==> config.mk <==
export PLATFORM = sky130hd
export DESIGN_NAME = control_unit_flat
export DESIGN_NICKNAME = d
export VERILOG_FILES = /design/src/rtl/control_unit_if.sv /design/src/rtl/control_unit.sv /design/src/flat_wrapper.sv
export SDC_FILE = /design/constraint.sdc
export NUM_CORES = 1
export LEC_CHECK = 0
export CORE_MARGIN = 3
export CORE_UTILIZATION = 49
export CTS_CLUSTER_DIAMETER = 30
export DETAILED_ROUTE_END_ITERATION = 6
export PLACE_DENSITY = 0.86
export RECOVER_POWER = 25
export SKIP_LAST_GASP = 1
export SYNTH_ARGS = -nofsm -noshare
export SYNTH_HDL_FRONTEND = slang
export SYNTH_SLANG_ARGS = --single-unit
==> constraint.sdc <==
create_clock -name clk -period 2.99 [get_ports clk]
set_clock_uncertainty 0.1 [all_clocks]
set_input_delay 0.598 -clock clk [delete_from_list [all_inputs] [get_ports clk]]
set_output_delay 0.598 -clock clk [all_outputs]
set_load 0.005 [all_outputs]
==> src/rtl/control_unit_if.sv <==
// Instruction-memory and ALU bus between control_unit (master) and its
// memory/ALU neighbours (slave).
interface control_unit_if;
    logic [7:0]  imem_addr;
    logic        imem_rd;
    logic [15:0] imem_data;
    logic        imem_valid;
    logic [3:0]  alu_opcode;
    logic        alu_type;
    logic [7:0]  alu_reg1;
    logic [7:0]  alu_reg2;
    logic [7:0]  alu_pc;
    logic [7:0]  alu_jmpAdd;
    logic [7:0]  exc_out;
    logic [7:0]  exc_jmpAdd;
    logic        load;

    modport master (
        output imem_addr, imem_rd, alu_opcode, alu_type, alu_reg1, alu_reg2, alu_pc, alu_jmpAdd,
        input  imem_data, imem_valid, exc_out, exc_jmpAdd, load
    );

    modport slave (
        input  imem_addr, imem_rd, alu_opcode, alu_type, alu_reg1, alu_reg2, alu_pc, alu_jmpAdd,
        output imem_data, imem_valid, exc_out, exc_jmpAdd, load
    );
endinterface

==> src/rtl/control_unit.sv <==
// Multi-cycle FETCH/DECODE/EXEC/WB sequencer feeding the 8-bit ALU.
// Define CTRL_RETIRE_CNT_EN to build the 16-bit retired-instruction counter.
module control_unit #(
    parameter logic [7:0] RST_PC = 8'h00
) (
    input  logic           clk,
    input  logic           rst,
    input  logic           run,
    control_unit_if.master bus,
    output logic [7:0]     pc,
    output logic           retire,
    output logic           halted,
    output logic [15:0]    instret
);
    typedef enum logic [2:0] {
        S_IDLE, S_FETCH, S_DECODE, S_EXEC, S_WB, S_HALT
    } state_e;

    state_e      state_q, state_d;
    logic [7:0]  pc_q, pc_d;
    logic [15:0] ir_q, ir_d;
    logic [7:0]  rf_q [4];
    logic        rf_we;
    logic [7:0]  rf_wdata;
    logic        retire_q, retire_d;
    logic [3:0]  alu_opcode_q, alu_opcode_d;
    logic        alu_type_q, alu_type_d;
    logic [7:0]  alu_reg1_q, alu_reg1_d;
    logic [7:0]  alu_reg2_q, alu_reg2_d;
    logic [7:0]  alu_pc_q, alu_pc_d;
    logic [7:0]  alu_jmpAdd_q, alu_jmpAdd_d;

    always_comb begin
        // NOTE: every output of this block gets a default first so no path can infer a latch.
        state_d      = state_q;
        pc_d         = pc_q;
        ir_d         = ir_q;
        rf_we        = 1'b0;
        rf_wdata     = bus.exc_out;
        retire_d     = 1'b0;
        alu_opcode_d = alu_opcode_q;
        alu_type_d   = alu_type_q;
        alu_reg1_d   = alu_reg1_q;
        alu_reg2_d   = alu_reg2_q;
        alu_pc_d     = alu_pc_q;
        alu_jmpAdd_d = alu_jmpAdd_q;

        case (state_q)
            S_IDLE:   if (run) state_d = S_FETCH;
            S_FETCH:  state_d = S_DECODE;
            S_DECODE: begin
                if (bus.imem_valid) begin
                    ir_d    = bus.imem_data;
                    state_d = S_EXEC;
                end
            end
            S_EXEC: begin
                alu_opcode_d = ir_q[15:12];
                alu_type_d   = ir_q[11];
                alu_reg1_d   = rf_q[ir_q[10:9]];
                alu_reg2_d   = rf_q[ir_q[8:7]];
                alu_pc_d     = pc_q;
                alu_jmpAdd_d = ir_q[7:0];
                state_d      = S_WB;
            end
            S_WB: begin
                retire_d = 1'b1;
                state_d  = S_FETCH;
                if (!ir_q[11]) begin
                    rf_we = 1'b1;
                    pc_d  = bus.load ? bus.exc_jmpAdd : pc_q + 8'd1;
                end else begin
                    case (ir_q[15:12])
                        4'h0: pc_d = bus.exc_jmpAdd;
                        4'h1: begin
                            rf_we = 1'b1;
                            pc_d  = bus.exc_jmpAdd;
                        end
                        4'h2: begin
                            rf_we    = 1'b1;
                            rf_wdata = ir_q[7:0];
                            pc_d     = pc_q + 8'd1;
                        end
                        4'hF:    state_d = S_HALT;
                        default: pc_d = pc_q + 8'd1;
                    endcase
                end
            end
            S_HALT:  state_d = S_HALT;
            default: state_d = S_IDLE;
        endcase
    end

    always_ff @(posedge clk) begin
        if (rst) begin
            state_q      <= S_IDLE;
            pc_q         <= RST_PC;
            ir_q         <= '0;
            retire_q     <= 1'b0;
            alu_opcode_q <= '0;
            alu_type_q   <= 1'b0;
            alu_reg1_q   <= '0;
            alu_reg2_q   <= '0;
            alu_pc_q     <= '0;
            alu_jmpAdd_q <= '0;
            for (int i = 0; i < 4; i++) rf_q[i] <= '0;
        end else begin
            state_q      <= state_d;
            pc_q         <= pc_d;
            ir_q         <= ir_d;
            retire_q     <= retire_d;
            alu_opcode_q <= alu_opcode_d;
            alu_type_q   <= alu_type_d;
            alu_reg1_q   <= alu_reg1_d;
            alu_reg2_q   <= alu_reg2_d;
            alu_pc_q     <= alu_pc_d;
            alu_jmpAdd_q <= alu_jmpAdd_d;
            if (rf_we) rf_q[ir_q[10:9]] <= rf_wdata;
        end
    end

`ifdef CTRL_RETIRE_CNT_EN
    logic [15:0] instret_q;

    // Counts at the WB edge so the new value appears together with the retire pulse.
    always_ff @(posedge clk) begin
        if (rst)           instret_q <= '0;
        else if (retire_d) instret_q <= instret_q + 16'd1;
    end

    assign instret = instret_q;
`else
    assign instret = 16'h0000;
`endif

    assign bus.imem_addr  = pc_q;
    assign bus.imem_rd    = (state_q == S_FETCH);
    assign bus.alu_opcode = alu_opcode_q;
    assign bus.alu_type   = alu_type_q;
    assign bus.alu_reg1   = alu_reg1_q;
    assign bus.alu_reg2   = alu_reg2_q;
    assign bus.alu_pc     = alu_pc_q;
    assign bus.alu_jmpAdd = alu_jmpAdd_q;
    assign pc             = pc_q;
    assign retire         = retire_q;
    assign halted         = (state_q == S_HALT);
endmodule

==> src/flat_wrapper.sv <==
// flat-port wrapper written by rule: the top's interface ports become plain ports
module control_unit_flat 
#(
    parameter logic [7:0] RST_PC = 8'h00
)
  (clk, rst, run, pc, retire, halted, instret, bus_imem_addr, bus_imem_rd, bus_alu_opcode, bus_alu_type, bus_alu_reg1, bus_alu_reg2, bus_alu_pc, bus_alu_jmpAdd, bus_imem_data, bus_imem_valid, bus_exc_out, bus_exc_jmpAdd, bus_load);
  control_unit_if bus_i ();
  input  logic clk;
  input  logic rst;
  input  logic run;
  output logic [7:0] pc;
  output logic retire;
  output logic halted;
  output logic [15:0] instret;
  output wire logic [$bits(bus_i.imem_addr)-1:0] bus_imem_addr;
  output wire logic [$bits(bus_i.imem_rd)-1:0] bus_imem_rd;
  output wire logic [$bits(bus_i.alu_opcode)-1:0] bus_alu_opcode;
  output wire logic [$bits(bus_i.alu_type)-1:0] bus_alu_type;
  output wire logic [$bits(bus_i.alu_reg1)-1:0] bus_alu_reg1;
  output wire logic [$bits(bus_i.alu_reg2)-1:0] bus_alu_reg2;
  output wire logic [$bits(bus_i.alu_pc)-1:0] bus_alu_pc;
  output wire logic [$bits(bus_i.alu_jmpAdd)-1:0] bus_alu_jmpAdd;
  input wire logic [$bits(bus_i.imem_data)-1:0] bus_imem_data;
  input wire logic [$bits(bus_i.imem_valid)-1:0] bus_imem_valid;
  input wire logic [$bits(bus_i.exc_out)-1:0] bus_exc_out;
  input wire logic [$bits(bus_i.exc_jmpAdd)-1:0] bus_exc_jmpAdd;
  input wire logic [$bits(bus_i.load)-1:0] bus_load;
  assign bus_imem_addr = bus_i.imem_addr;
  assign bus_imem_rd = bus_i.imem_rd;
  assign bus_alu_opcode = bus_i.alu_opcode;
  assign bus_alu_type = bus_i.alu_type;
  assign bus_alu_reg1 = bus_i.alu_reg1;
  assign bus_alu_reg2 = bus_i.alu_reg2;
  assign bus_alu_pc = bus_i.alu_pc;
  assign bus_alu_jmpAdd = bus_i.alu_jmpAdd;
  assign bus_i.imem_data = bus_imem_data;
  assign bus_i.imem_valid = bus_imem_valid;
  assign bus_i.exc_out = bus_exc_out;
  assign bus_i.exc_jmpAdd = bus_exc_jmpAdd;
  assign bus_i.load = bus_load;
  control_unit #(.RST_PC(RST_PC)) u_core (.clk(clk), .rst(rst), .run(run), .bus(bus_i), .pc(pc), .retire(retire), .halted(halted), .instret(instret));
endmodule
# [Word level (Yosys, flattened, before mapping)]
# Memory sizes are Yosys's and may differ from the RTL's. A register that Yosys moved wholly into a read port is not among the register bits.
# Cells that the tools add are included.
[totals] register_bits=49 ramBits=32 out_inout_bits=72 word_cells=52 mem_count=1
[mem_list] memory="u_core.rf_q" depth=4 width=8 rd=2 rd_clocked_by_memory_dff=2 write_ports=4 line_no="control_unit.sv:22" source="logic [7:0] rf_q [4];"
[op_classes] add_sub_neg=1 n_eq_ne=11 mux=23 reduce_logical=8
[ops] cell="8-bit 2-to-1 mux" count=6
[ops] cell="3-bit case mux with 6 select lines" count=1
[ops] cell="8-bit case mux with 2 select lines" count=1
[ops] cell="3-bit 2-to-1 mux" count=4
[ops] cell="1-bit 2-to-1 mux" count=10
[ops] cell="8-bit by 1-bit adder with 8-bit output, second input constant" count=1
[ops] cell="8-bit OR reduction" count=1
[ops] cell="3-bit by 2-bit == test with 1-bit output, second input constant" count=2
[ops] cell="3-bit == test, second input constant" count=2
[ops] cell="2-bit inequality test, second input constant" count=3
[ops] cell="2-bit AND reduction" count=3
[ops] cell="4-bit by 1-bit == test with 1-bit output, second input constant" count=1
[ops] cell="4-bit by 2-bit == test with 1-bit output, second input constant" count=1
[ops] cell="4-bit == test, second input constant" count=1
[ops] cell="4-bit zero test" count=1
[ops] cell="2-bit OR reduction" count=2
[ops] cell="3-bit by 1-bit == test with 1-bit output, second input constant" count=1
[ops] cell="3-bit zero test" count=1
[ops] cell="2-bit 2-to-1 mux" count=1

# [Depth between registers and ports, before layout]
# Gate-level depths: netlist (run 1).
[depth] word_depth=10 depth_mapped=7 mapped_depth_nobuf=5

# [Worst setup path after synthesis (run 1)]
# No wires, ideal clock.
[synth_timing] path_type="register to register" from="reg u_core.state_q[0]" to="mem u_core.rf_q[2][7], data pin" arrival_time_ns=1.772 path_slack_ns=0.854 stages_incl_launch_ff=6 path_buffers=1 period_less_slack_ns=2.136 path_cell_list="dfxtp_1 -> buf_2 -> or3b_4 -> nor4_4 -> mux2i_1 -> nor2_1"
[synth_lines] item="start, declared" line_no="control_unit.sv:19" source="state_e state_q, state_d;"
[synth_lines] item="start signal, assigned" line_no="control_unit.sv:108" source="state_q <= state_d;"
[synth_lines] item="end, declared" line_no="control_unit.sv:22"

# [Worst setup path after layout (run 1)]
[layout_timing] from="reg u_core.state_q[2]" to="out halted"
[layout_between] elab_chain_len=1
[layout_lines] item="3-bit == test" line_no="control_unit.sv:146" source="assign halted = (state_q == S_HALT);"
[layout_lines] item="end, declared" line_no="flat_wrapper.sv:13" source="output logic halted;"
# Every way passes these cells.

==> results by group, run 1 <==
Floorplanning
  – Ports: 109
  – Core ar.: 0.00842 mm2
  – Row cnt: 33
  – Starting Density: 51.5%
  – Die area: 0.0100 mm2
  – Chip Width: 100 um
  – DIE HEIGHT: 100 um

Yosys
  – Netlist cell types: 38
  – Post-synth top flop: dfxtp_1
  – #FFs+latches synth: 97
  – YS warnings: 0
  – Largest family of logic cells by synthesized area: simple AND/OR/NAND/NOR gates
  – Sequential area share after synthesis: 52.1%
  – Simple-gate portion of the synthesized area: 18.9%
  – Syn Inst Count: 452
  – Async set-reset flop share out of synthesis: 0%
  – Mux cell area share after synthesis: 11.1%
  – XOR/XNOR Fraction of Synth Area: 0.404%
  – Mapped Avg Cell Area: 9.60 um2
  – Largest area contributor in the netlist: dfxtp_1
  – Mapped Area: 0.00434 mm2
  – Compound-Gate Fraction of Synth Area: 10.1%
  – Synth top area cells: dfxtp_1, edfxtp_1, nand2_1
  – Post-synth EDFFs: 32
  – Synth Area in Adders: 0.288%
  – Area share of the largest cell type after synthesis: 30.0%

Flow run
  – Maxcap violations: 0

Routing
  – Vias: 3,505
  – Post-route ant nets: 0
  – Initial DRC Count: 241
  – Pre-antenna DRT Iters: 5
  – Avg WL per Cell: 16.4 um
  – Vias/cell: 5.50
  – Number of remaining DRC errors: 0
  – WL final: 10,500 um

STA
  – Slew @ Worst Pin: 1.33 ns
  – RSZ-0062 raised after global routing: false
  – Final Hold Fails: 0
  – Final worst-path cycle share: 80.8%
  – Hold WS: 0.358 ns
  – Final setup fails: 0
  – Fmax achieved: 0.414 GHz
  – Rel. slew slack: 11.0%
  – Final Critical Period: 2.42 ns
  – Max-slew violations: 0
  – Setup TNS: 0 ns

Critical path
  – CP Capture Type: output port
  – R2R Path Start: u_core.state_q[2]
  – Kind of critical path: flop to output port
  – CP required: 2.29 ns
  – Reg-to-Reg End: u_core.rf_q[0][2]
  – Crit path DAT: 1.72 ns
  – CP max FO: 8
  – R2R depth: 4
  – R2R Setup Slk: 0.67 ns
  – Worst Setup Start Kind: flop

Global route
  – Busiest layer in global routing: met2
  – Pin count of the biggest net entering global routing: 70
  – Vias in the first global route: 3,409
  – GRT Util Overall: 21.7%
  – First-pass GRT wire length: 17,000 um
  – Global route overflow: 0
  – Met2 Usage GRT: 36.1%
  – Initial antenna violation count: 0
  – M3 GR Usage: 3.54%
  – Met1 usage: 28.2%

Final layout
  – Share of post-route cells with drive strength above 1: 8.27%
  – Non-Filler Instances: 637
  – Ant diodes: 0
  – P&R area growth vs syn: 25.0%
  – Fin nets: 565

Clock tree
  – CTS root buf: clkbuf_8
  – Clk sinks: 97
  – Total CTS buffers: 9
  – # hold bufs at CTS: 0
  – Clock Tree Buf Depth: 2
  – Worst-path clk slew: 0.09 ns
  – Htree depth: 3
  – Post-CTS Setup Inserts: 0
  – CTS resizes: 0
  – Clk Latency, worst-skew pair: 0.36 ns
  – CTS tree: yes

Placed design
  – Placer Congestion: 0.923
  – Port bufs: 92
  – HPWL Detailed: 7670 um
  – DP Cell Count: 621

Pwr
  – Leak Pwr: 1.82 nW
  – Pwr dens: 471 mW/mm2
  – Final Total Pwr: 2.56 mW
  – Peak VDD IR: 0.291 mV

Min path
  – Hold Startpoint: u_core.bus.alu_type
  – Hold path endpoint: u_core.bus.alu_type
  – HP Class: flop to flop
  – Number of instances on the worst hold path: 2

Outcome
  – Outcome: complete, no violations
==> area by class of cell <==
cell class / count / area (um2)
fillers: 653 / 3000
flip-flops and latches: 97 / 2260
multi-input cells: 313 / 1830
repair buffers: 100 / 968
clock buffers: 13 / 170
well taps: 105 / 131
clock inverters: 3 / 45.0
inverters: 6 / 22.5
==> placed cells by master (no fill, tap or decap), types with 3 or more instances in the layout <==
master and n:
nor2b_1 4, inv_1 6, mux2i_1 12, buf_4 6, nand2b_1 4, dfxtp_1 65, nand2_1 110, clkdlybuf4s50_1 90
clkbuf_8 10, or2_2 3, o21ai_0 7, edfxtp_1 32, conb_1 16, nand3_1 7, o32ai_1 5, nor2_1 41
a21oi_1 61, mux4_2 16, clkbuf_1 4
==> kinds of logic after synthesis <==
kind of cell    after synthesis
compound gates               79
xor+xnor                      2
fa+ha+maj                     1
buf+inv                      57
flops                        97
mux                          28
other cells                   1
simple gates                187
==> Yosys cell counts, types with 2 or more instances <==
cell	instances
nand2_1	110
dfxtp_1	65
a21oi_1	61
nor2_1	42
edfxtp_1	32
buf_4	24
clkbuf_1	22
mux4_2	16
mux2i_1	12
nand3_1	7
o21ai_0	7
inv_1	6
o32ai_1	5
nand2b_1	4
nor2b_1	4
or2_2	4
buf_2	3
and3_1	2
buf_1	2
nand4b_1	2
nor3_1	2
nor3b_1	2
o41a_1	2
xnor2_1	2
==> worst max path at each step <==
| stage | start | cells after the start | end | slack, ns |
|---|---|---|---|---|
| after global routing | u_core.state_q[2] | 3 | halted | 0.47 |
| after CTS | u_core.state_q[2] | 3 | halted | 0.56 |
| final | u_core.state_q[2] | 3 | halted | 0.57 |
| after floorplan | u_core.state_q[0] | 5 | u_core.rf_q[2][7] | 0.85 |
| after detailed placement | bus_load | 5 | u_core.bus.imem_addr[0] | 0.35 |
| after global placement | bus_load | 5 | u_core.bus.imem_addr[0] | 0.48 |
==> routing by layer <==
layer,vias to the layer above,share of wire [%],wire (um)
met2,150,50,5190
met1,1668,42,4350
met4,0,2.5,267
met3,23,6.4,666
met5,-,0,0
li1,1664,-,-
==> registers in the layout (all words and copies together) (netlist names), 4 cells and up <==
signal,flops
u_core.bus.alu_pc,8
u_core.bus.alu_jmpAdd,8
u_core.ir_q,16
u_core.bus.alu_reg2,8
u_core.bus.alu_reg1,8
u_core.bus.alu_opcode,4
u_core.bus.imem_addr,8
u_core.rf_q,32
==> through the flow <==
step,cell area [um2],utilization (%),setup slack [ns]
finish,5430,64.4,0.574
global route,5430,64.4,0.474
CTS,5440,64.5,0.557
detailed placement,5220,62.0,0.353
global placement,5220,62.0,0.480
floorplan,4400,-,0.854
==> critical path, stage by stage, from the launching register on <==
cell	delay, ns
dfxtp_1	0.45
nor2b_1	0.26
and2_1	0.16
clkdlybuf4s50_1	0.49
==> where the power goes <==
group	internal [mW]	switching, mW
sequential	1.39	0.0415
combinational	0.112	0.109
clock	0.464	0.441
total	1.97	0.591
Power figures use the tool's default switching activity.
==> run 2: changes to the inputs <==
Settings changed: CORE_UTILIZATION 49 to 44, PLACE_DENSITY 0.86 to 0.82.
Clock period 2.99 ns to 2.1 ns, I/O delays scaled along.
==> run 2 against run 1 <==
Net effect: critical path depth increased by 2; largest power group unchanged; sequential cell count unchanged; sequential share of layout area down 1.5 points; register-to-register slack lost 0.57 ns; sequential power is 41% higher; via count up 1.8%.
==> results by group, run 2 (synthesis gave the netlist of run 1 again) <==
Final layout
  – Most flops, register: u_core.rf_q (unchanged)
  – Share of post-route cells with drive strength above 1: 12.8% (was 8.27%)
  – Utilization after layout: 59.8% (was 64.4%)
  – Ant diodes: 0 (unchanged)
  – Most frequent cells in the layout: nand2_1, clkdlybuf4s50_1, dfxtp_1, a21oi_1, nor2_1 (unchanged)
  – Commonest non-fill, non-tap cell in the layout: nand2_1 (unchanged)
  – Max reg flops: 32 (unchanged)
  – P&R area growth vs syn: 29.8% (was 25.0%)
  – Fin nets: 586 (was 565)
  – Top Registers: u_core.rf_q: 32 flops, u_core.ir_q: 16 flops (unchanged)

Critical path
  – R2R Path Start: u_core.state_q[0] (was u_core.state_q[2])
  – R2R Setup Slk: 0.10 ns (was 0.67 ns)
  – CP Capture Type: flop (was output port)
  – R2R depth: 5 (was 4)
  – CP required: 2.10 ns (was 2.29 ns)
  – CP max FO: 8 (unchanged)
  – Kind of critical path: flop to flop (was flop to output port)
  – Reg-to-Reg End: u_core.rf_q[1][1] (was u_core.rf_q[0][2])
  – Worst Setup Start Kind: flop (unchanged)
  – Crit path DAT: 2.00 ns (was 1.72 ns)

Clock tree
  – CTS root buf: clkbuf_8 (unchanged)
  – Clk sinks: 97 (unchanged)
  – # hold bufs at CTS: 0 (unchanged)
  – Worst-path clk slew: 0.09 ns (about the same)
  – Total CTS buffers: 9 (unchanged)
  – Htree depth: 3 (unchanged)
  – Clk Latency, worst-skew pair: 0.36 ns (about the same)
  – CTS tree: yes (unchanged)
  – Clock Tree Buf Depth: 2 (unchanged)

Global route
  – Global route overflow: 0 (unchanged)
  – First-pass GRT wire length: 16,700 um (was 17,000 um)
  – Met1 usage: 23.5% (was 28.2%)
  – Vias in the first global route: 3,469 (was 3,409)
  – GRT Util Overall: 19.0% (was 21.7%)
  – Busiest layer in global routing: met2 (unchanged)
  – Pin count of the biggest net entering global routing: 43 (was 70)
  – Met2 Usage GRT: 31.4% (was 36.1%)
  – M3 GR Usage: 3.67% (was 3.54%)
  – Initial antenna violation count: 0 (unchanged)

Min path
  – Hold Startpoint: rst (was u_core.bus.alu_type)
  – Number of instances on the worst hold path: 2 (unchanged)
  – HP Class: primary input to flop (was flop to flop)
  – Hold path endpoint: u_core.retire (was u_core.bus.alu_type)

Pwr
  – Leak Pwr: 1.99 nW (was 1.82 nW)
  – Pwr dens: 638 mW/mm2 (was 471 mW/mm2)
  – Peak VDD IR: 0.315 mV (was 0.291 mV)

STA
  – Max-slew violations: 0 (unchanged)
  – Fmax achieved: 0.500 GHz
  – Setup TNS: 0 ns (unchanged)
  – Worst setup slack after layout: 0.101 ns (was 0.574 ns)
  – Slew @ Worst Pin: 0.947 ns (was 1.33 ns)
  – Rel. slew slack: 36.9% (was 11.0%)
  – Final worst-path cycle share: 95.2%
  – Final setup fails: 0 (unchanged)
  – RSZ-0062 raised after global routing: false (unchanged)
  – Final Hold Fails: 0 (unchanged)
  – Final Critical Period: 2.00 ns

Placed design
  – Placer Congestion: 0.848 (was 0.923)
  – Port bufs: 92 (unchanged)
  – Dpl ws: 0.0900 ns (was 0.353 ns)
  – HPWL Detailed: 7900 um (was 7670 um)

Floorplanning
  – Row cnt: 35 (was 33)
  – Core ar.: 0.00942 mm2 (was 0.00842 mm2)
  – Ports: 109 (unchanged)
  – DIE HEIGHT: 105 um (was 100 um)
  – Chip Width: 105 um (was 100 um)
  – Die area: 0.0111 mm2 (was 0.0100 mm2)
  – Starting Density: 46.1% (was 51.5%)

Routing
  – Number of remaining DRC errors: 0 (unchanged)
  – Initial DRC Count: 148 (was 241)
  – Vias/cell: 5.23 (was 5.50)
  – WL final: 10,600 um (was 10,500 um)
  – Avg WL per Cell: 15.6 um (was 16.4 um)
  – Vias: 3,567 (was 3,505)
  – Post-route ant nets: 0 (unchanged)
  – Pre-antenna DRT Iters: 5 (unchanged)

Flow run
  – Maxcap violations: 0 (unchanged)

Outcome
  – Outcome: complete, no violations (unchanged)
[run 2: cell types whose count changed in the layout (fill, tap and decap cells not counted), moves of 2 or more]
cell             previous run  this run
clkbuf_8                   10        12
dlygate4sd3_1               1        10
buf_4                       6        27
clkbuf_1                    4         2
dfxtp_1                    65        63
dfxtp_2                     0         2
clkdlybuf4s50_1            90        79
[run 2: how the worst max path moves through the flow]
stage / start / to / depth (start not counted)
after global placement: u_core.state_q[0] / u_core.rf_q[1][4] / 5
after CTS: u_core.state_q[0] / bus_imem_rd / 3
final: u_core.state_q[0] / u_core.rf_q[1][1] / 5
after detailed placement: u_core.state_q[2] / u_core.rf_q[2][3] / 5
after global routing: u_core.state_q[0] / u_core.rf_q[1][3] / 5
after floorplan: u_core.state_q[0] / u_core.rf_q[2][7] / 5
[run 2: routing by layer]
| metal | routed length, um | up-vias |
|---|---|---|
| li1 | - | 1713 |
| met1 | 4360 | 1673 |
| met2 | 5210 | 153 |
| met3 | 736 | 28 |
| met4 | 313 | 0 |
| met5 | 0 | - |
[run 2: final cells by class]
class                   instances  area, um2
fillers                       793       3780
flip-flops and latches         97       2260
multi-input cells             313       1840
repair buffers                121       1140
clock buffers                  15        198
well taps                     129        161
inverters                       6       22.5
clock inverters                 1       5.00
[run 2: worst max-delay path, stage by stage (launching register included)]
cell     delay (ns)
dfxtp_2        0.34
or3b_4         0.41
nor4_4         0.27
buf_12         0.18
mux2i_1        0.35
nor2_1         0.11
[run 2: per-stage QoR]
step	cells	total power [mW]	instance area (um2)	hold WS, ns
floorplan	467	2.28	4400	0.345
global placement	666	2.42	5420	0.341
detailed placement	666	2.43	5420	0.347
CTS	682	3.62	5640	0.199
global route	682	3.72	5630	0.233
finish	682	3.59	5630	0.229
[run 2: timing repair]
action	CTS	global route
gates resized for setup	6	1
setup endpoints to repair	2	1
buffers inserted	0	0
[run 2: power breakdown]
| part | total, mW | switching (mW) | internal [mW] |
|---|---|---|---|
| sequential | 2.02 | 0.0394 | 1.98 |
| clock | 1.21 | 0.605 | 0.601 |
| combinational | 0.369 | 0.181 | 0.188 |
| total | 3.59 | 0.825 | 2.77 |
==> run 3: changes to the inputs <==
Settings changed: GPL_ROUTABILITY_DRIVEN from default to 0.
==> results of run 3 <==
The final DEF is identical to that of run 2; final timing and power are the same.
